`config.mk`:
```
export PLATFORM = sky130hd
export DESIGN_NAME = seq_alu
export DESIGN_NICKNAME = d
export VERILOG_FILES = /design/src/rtl/alu_pkg.sv /design/src/rtl/ripple_adder.sv /design/src/rtl/seq_alu.sv
export SDC_FILE = /design/constraint.sdc
export NUM_CORES = 1
export LEC_CHECK = 0
export ABC_CLOCK_PERIOD_IN_PS = 7300
export BUFFER_PORTS_ARGS = -buffer_cell sky130_fd_sc_hd__buf_4
export CAP_MARGIN = 20
export CORE_MARGIN = 5
export CORE_UTILIZATION = 25
export CTS_BUF_LIST = sky130_fd_sc_hd__clkbuf_8 sky130_fd_sc_hd__clkbuf_16
export DETAILED_ROUTE_END_ITERATION = 8
export PLACE_DENSITY = 0.41
export SYNTH_ARGS = -nofsm -noshare
export SYNTH_HDL_FRONTEND = slang
export SYNTH_SLANG_ARGS = --single-unit
```
`constraint.sdc`:
```
create_clock -name in_clk -period 7.3 [get_ports in_clk]
set_input_delay 0.73 -clock in_clk [delete_from_list [all_inputs] [get_ports in_clk]]
set_output_delay 0.73 -clock in_clk [all_outputs]
set_load 0.005 [all_outputs]
```
`src/rtl/alu_pkg.sv`:
```
// Shared opcode and state encodings for the sequential ALU.
// Imported by seq_alu and its bench.
package alu_pkg;

    localparam logic [2:0] OP_ADD = 3'b000;
    localparam logic [2:0] OP_SUB = 3'b001;
    localparam logic [2:0] OP_AND = 3'b010;
    localparam logic [2:0] OP_OR  = 3'b011;
    localparam logic [2:0] OP_XOR = 3'b100;
    localparam logic [2:0] OP_SHL = 3'b101;
    localparam logic [2:0] OP_SHR = 3'b110;
    localparam logic [2:0] OP_MUL = 3'b111;

    typedef enum logic [1:0] {
        ST_IDLE,
        ST_CALC,
        ST_DONE
    } state_t;

endpackage

```
`src/rtl/ripple_adder.sv`:
```
// Full-adder cell and a generate-chained ripple-carry adder.
// Shared by add, subtract and the multiply accumulation.
module full_adder (
    input  logic in_a,
    input  logic in_b,
    input  logic in_c,
    output logic out_sum,
    output logic out_c
);
    assign out_sum = in_a ^ in_b ^ in_c;
    assign out_c   = (in_a & in_b) | (in_c & (in_a ^ in_b));
endmodule

module ripple_adder #(
    parameter int WIDTH = 8
) (
    input  logic [WIDTH-1:0] in_a,
    input  logic [WIDTH-1:0] in_b,
    input  logic             in_c,
    output logic [WIDTH-1:0] out_sum,
    output logic             out_c
);
    // One scope per bit keeps each carry a distinct net.
    for (genvar i = 0; i < WIDTH; i++) begin : g_fa
        logic ci;
        logic co;
        if (i == 0) begin : g_first
            assign ci = in_c;
        end else begin : g_next
            assign ci = g_fa[i-1].co;
        end
        full_adder u_fa (
            .in_a   (in_a[i]),
            .in_b   (in_b[i]),
            .in_c   (ci),
            .out_sum(out_sum[i]),
            .out_c  (co)
        );
    end

    assign out_c = g_fa[WIDTH-1].co;
endmodule

```
`src/rtl/seq_alu.sv`:
```
// Multi-cycle ALU: single-cycle add/sub/logic/shift, WIDTH-cycle
// shift-add multiply, valid/ready handshakes on both sides.
module seq_alu
    import alu_pkg::*;
#(
    parameter int WIDTH = 8
) (
    input  logic               in_clk,
    input  logic               in_rst,
    input  logic [WIDTH-1:0]   in_a,
    input  logic [WIDTH-1:0]   in_b,
    input  logic [2:0]         in_opcode,
    input  logic               in_valid,
    output logic               out_ready,
    output logic [2*WIDTH-1:0] out_result,
    output logic               out_zero,
    output logic               out_valid,
    input  logic               in_result_ready
);
    localparam int SW = $clog2(WIDTH);
    localparam int RW = 2 * WIDTH;

    state_t           state_q, state_d;
    logic [SW-1:0]    cnt_q, cnt_d;
    logic [WIDTH-1:0] mcand_q, mcand_d;
    logic [RW-1:0]    acc_q, acc_d;
    logic [RW-1:0]    result_q, result_d;
    logic             zero_q, zero_d;
    logic             valid_q, valid_d;

    logic [WIDTH-1:0] add_a, add_b, add_sum;
    logic             add_ci, add_co;
    logic [RW-1:0]    op_res, mul_next;
    logic [SW-1:0]    shamt;

    assign shamt = in_b[SW-1:0];

    // During CALC the adder belongs to the multiply accumulator.
    always_comb begin
        add_a  = in_a;
        add_b  = in_b;
        add_ci = 1'b0;
        if (state_q == ST_CALC) begin
            add_a = acc_q[RW-1:WIDTH];
            add_b = mcand_q;
        end else if (in_opcode == OP_SUB) begin
            add_b  = ~in_b;
            add_ci = 1'b1;
        end
    end

    ripple_adder #(.WIDTH(WIDTH)) u_adder (
        .in_a   (add_a),
        .in_b   (add_b),
        .in_c   (add_ci),
        .out_sum(add_sum),
        .out_c  (add_co)
    );

    always_comb begin
        op_res = '0;
        case (in_opcode)
            OP_ADD, OP_SUB: op_res[WIDTH:0] = {add_co, add_sum};
            OP_AND: op_res[WIDTH-1:0] = in_a & in_b;
            OP_OR:  op_res[WIDTH-1:0] = in_a | in_b;
            OP_XOR: op_res[WIDTH-1:0] = in_a ^ in_b;
            OP_SHL: op_res[WIDTH-1:0] = in_a << shamt;
            OP_SHR: op_res[WIDTH-1:0] = in_a >> shamt;
            default: op_res = '0;
        endcase
    end

    assign mul_next = acc_q[0]
        ? {add_co, add_sum, acc_q[WIDTH-1:1]}
        : {1'b0, acc_q[RW-1:1]};

    always_comb begin
        state_d  = state_q;
        cnt_d    = cnt_q;
        mcand_d  = mcand_q;
        acc_d    = acc_q;
        result_d = result_q;
        zero_d   = zero_q;
        valid_d  = valid_q;
        unique case (state_q)
            ST_IDLE: begin
                if (in_valid) begin
                    if (in_opcode == OP_MUL) begin
                        state_d = ST_CALC;
                        cnt_d   = SW'(WIDTH - 1);
                        mcand_d = in_a;
                        acc_d   = {{WIDTH{1'b0}}, in_b};
                    end else begin
                        state_d  = ST_DONE;
                        result_d = op_res;
                        zero_d   = (op_res == '0);
                        valid_d  = 1'b1;
                    end
                end
            end
            ST_CALC: begin
                acc_d = mul_next;
                if (cnt_q == '0) begin
                    state_d  = ST_DONE;
                    result_d = mul_next;
                    zero_d   = (mul_next == '0);
                    valid_d  = 1'b1;
                end else begin
                    cnt_d = cnt_q - 1'b1;
                end
            end
            ST_DONE: begin
                if (in_result_ready) begin
                    state_d = ST_IDLE;
                    valid_d = 1'b0;
                end
            end
            default: begin
                state_d = ST_IDLE;
                valid_d = 1'b0;
            end
        endcase
    end

    always_ff @(posedge in_clk) begin
        if (in_rst) begin
            state_q  <= ST_IDLE;
            cnt_q    <= '0;
            mcand_q  <= '0;
            acc_q    <= '0;
            result_q <= '0;
            zero_q   <= 1'b0;
            valid_q  <= 1'b0;
        end else begin
            state_q  <= state_d;
            cnt_q    <= cnt_d;
            mcand_q  <= mcand_d;
            acc_q    <= acc_d;
            result_q <= result_d;
            zero_q   <= zero_d;
            valid_q  <= valid_d;
        end
    end

    assign out_ready  = (state_q == ST_IDLE) && !in_rst;
    assign out_result = result_q;
    assign out_zero   = zero_q;
    assign out_valid  = valid_q;
endmodule
```
==> metrics.md <==
| Metric | Value |
|---|---|
| Outcome | complete, no violations |
| Synth cell types | 61 |
| Number of sinks on the clock net | between 40 and 50 |
| Post-synth net total | between 500 and 600 |
| Path type of the worst min-delay path | reg -> reg |
| Proportion of synthesized flip-flops having asynchronous set or reset | 0% |
| CP Max Fanout | 18 |
| Pin count of the biggest net entering global routing | 50 |
| Number of ports placed on the die boundary | 42 |
| Most common flop cell mapped by yosys | sky130_fd_sc_hd__dfxtp_1 |
| Vias in the first global route | between 3000 and 4000 |
| H-tree lvl count | 2 |
| Finished Cell Area | 4270 um2 |
| Setup repair after global routing missed its margin | no |
| Post-DR vias/cell | 5.12 |
| Number of max-cap violations | 0 |
| Std cell rows | 44 |
| Initial Utilization | about a quarter |
| Clock tree from TritonCTS | built |
| Buffer cell driving the clock tree root | sky130_fd_sc_hd__clkbuf_16 |
| Filler Cell Count | 1558 |
| Yosys top cell by area | sky130_fd_sc_hd__dfxtp_1 |
| Commonest non-fill, non-tap cell in the layout | sky130_fd_sc_hd__nor2_1 |
| Top cell type's share of synthesized area | roughly 26% |
| Data arrival time at the worst-slack endpoint | roughly 6.0 ns |
| FF+latch count, synth | 47 |
| Critical path launch point type | flop |
| Worst Max-Slew Pin Slew | between 0.8 and 0.9 ns |
| Floorplan Core Area | 14400 um2 |
| Post-route DRC violation count | 0 |
| Setup TNS | 0 ns |
| Combined area of all synthesized cells | 3630 um2 |
| Worst hold slack | about 0.45 ns |
| Count of antenna-violating nets left after detailed routing | 0 |
| Remaining max-slew budget at the tightest pin | ~40% |
| Syn-to-layout area delta | 17.5% |
| Number of flops mapped to enable cells by yosys | 0 |
| Area after DPL | between 4000 and 5000 um2 |
| Cell types with the largest area share after synthesis | sky130_fd_sc_hd__dfxtp_1 26%, sky130_fd_sc_hd__ha_1 6.5%, sky130_fd_sc_hd__nor2_1 6.3% |
| Req. time, crit path | about 7.5 ns |
| Commonest non-fill, non-tap cells in the layout | 61 x sky130_fd_sc_hd__nor2_1, 54 x sky130_fd_sc_hd__nand2_1, 48 x sky130_fd_sc_hd__buf_4 |
| Power per cell area | approximately 180 nW/um2 |
| Fraction of the cycle the final worst path needs | 79.4% |
| DR vias | 3397 |
| Ratio of cells with drive above 1 in the final layout | between 10% and 20% |
| Cells resized by post-CTS repair | 0 |
| Period minus WS final | around 5.8 ns |
| Clock buffers created by TritonCTS | 5 |
| Clk_lat worst skew | 0.30 ns |
| Maximum buffer depth of the clock tree | 2 |
| Antenna cells | 0 |
| Sequential-to-total area share from yosys stat | between 20 and 30% |
| Peak ir drop on the vdd network | ~0.083 mV |
| Max Clock Freq | about 170 MHz |
| Area of the die | around 17000 um2 |
| Aggregate global-route resource usage | 15.7% |
| Total setup violations reported at the end of the flow | 0 |
| Average instance area after synthesis | slightly below 8 um2 |
| Wire length per cell after detailed routing | roughly 19 um |
| Max Clock Skew | 0.00503 ns |
| CTS hold repair buffers | 0 |
| Clock-pin slew on the worst setup and hold paths | 0.07 ns |
| Kind of end point of the critical path | flop |
| Gp weighted congestion | roughly 0.85 |
| Y dimension of the die | between 100 and 150 um |
| Width of the die | 130 um |
| Leakage power figure | between 1.5 and 2 nW |
| Path type of the worst setup path | reg -> reg |
| Wire length of the first global-routing pass | 20600 um |
| Hold Fails Final Rpt | 0 |
| Total Wirelength | between 10000 and 15000 um |
| Count of port buffers added during placement | 41 |
| Post-synthesis instance total | ~460 |
| Number of buffers inserted by post-CTS setup repair | 0 |
| Count of final max-slew check failures | 0 |
| Warning count from the yosys run | 0 |
| HPWL after detailed placement | 9640 um |
| DR iter-0 viols | 228 |
| Total iterations of the first detailed-routing run | 4 |
| Net count reported at finish | roughly 530 |
| Antenna violations before repair | 0 |
| Overflow left after global routing | 0 |
## logic make-up (layout without fill, tap and decap cells)
kind of cell | after synthesis | count (layout) | share of synthesized area [%]
buffers and inverters | 62 | 83 | 6.93
adder cells (fa/ha/maj) | 27 | 27 | 11.0
flip-flops | 47 | 47 | 25.9
AO/OA/AOI/OAI | 110 | 110 | 20.8
multiplexers | 22 | 22 | 9.24
XOR/XNOR | 9 | 9 | 2.17
AND/OR/NAND/NOR | 182 | 182 | 24.0
## synth_stat cells (all sizes together) (2+ instances only)
cell      n
a2111oi   4
fa        8
mux2      6
mux4      8
nor3b     3
o211ai    4
nand2    54
o21ai    13
a211oi   10
nor2     61
nand2b   11
o2bb2ai   2
clkbuf   23
or2       2
mux2i     8
xnor2     8
a222oi    7
nand3b    8
ha       19
a311oi    2
a22oi    11
a21oi    37
inv      27
and2      4
dfxtp    47
nor4      6
nor3     11
nor2b     6
buf      12
a32oi     3
nand3     7
o22ai     2
o2111ai   3
## worst paths after layout
kind | startpoint | slack, ns | cells past startpoint | to
worst max-delay path | state_q[0] | 1.50 | 20 | out_zero
worst max register to register | state_q[0] | 1.50 | 20 | out_zero
worst min-delay path | out_result[5] | 0.45 | 2 | out_result[5]
worst min register to register | out_result[5] | 0.45 | 2 | out_result[5]
## layer usage
| layer | part of all wire [%] | vias up | global-route usage [%] |
|---|---|---|---|
| li1 | - | 1669 | - |
| met1 | 47 | 1648 | 21.7 |
| met2 | 48 | 74 | 26.0 |
| met3 | 4.8 | 6 | 2.48 |
| met4 | 0.94 | 0 | 3.02 |
| met5 | 0 | - | 0 |
## cell type report
| type | count | area (um2) | area share [%] |
|---|---|---|---|
| clock buffers | 5 | 125 | 2.93 |
| clock inverters | 3 | 67.6 | 1.58 |
| well taps | 184 | 230 | 5.40 |
| repair buffers | 48 | 360 | 8.45 |
| inverters | 27 | 101 | 2.38 |
| flip-flops and latches | 47 | 941 | 22.1 |
| multi-input cells | 350 | 2440 | 57.2 |
## where the power goes
group	leakage [nW]	internal (W)	total (W)	switching, W
Sequential	0.381	0.000265	0.000273	0.00000803
Combinational	1.18	0.0000755	0.000185	0.000109
Clock	0.0900	0.000196	0.000306	0.000109
## sequential cells by signal, summed over array words and instances (netlist names)
name and flops:
state_q 2, out_zero 1, cnt_q 3, out_result 16, out_valid 1, mcand_q 8, acc_q 16
## worst max-delay path, cell delays in order (launching register included)
cell                        delay (ns)
sky130_fd_sc_hd__dfxtp_1          0.51
sky130_fd_sc_hd__nor2b_2          0.75
sky130_fd_sc_hd__nor2_1           0.11
sky130_fd_sc_hd__a21oi_1          0.20
sky130_fd_sc_hd__fa_1             0.19
sky130_fd_sc_hd__inv_1            0.05
sky130_fd_sc_hd__fa_1             0.44
sky130_fd_sc_hd__fa_1             0.46
sky130_fd_sc_hd__fa_1             0.46
sky130_fd_sc_hd__fa_1             0.42
sky130_fd_sc_hd__inv_1            0.08
sky130_fd_sc_hd__fa_1             0.17
sky130_fd_sc_hd__inv_1            0.06
sky130_fd_sc_hd__fa_1             0.41
sky130_fd_sc_hd__inv_1            0.08
sky130_fd_sc_hd__fa_1             0.20
sky130_fd_sc_hd__nor2_1           0.05
sky130_fd_sc_hd__a31oi_1          0.14
sky130_fd_sc_hd__o2111ai_1        0.17
sky130_fd_sc_hd__or4_1            0.57
sky130_fd_sc_hd__o31ai_2          0.19
## per-stage QoR
stage	setup WS, ns	power, W	util [%]	std cells
floorplan	1.29	0.000392	-	459
global placement	1.28	0.000465	28.3	656
detailed placement	1.16	0.000465	28.3	656
CTS	1.43	0.000775	29.7	664
global route	1.02	0.000807	29.7	664
finish	1.50	0.000763	29.7	664
Power figures use the tool's default switching activity.
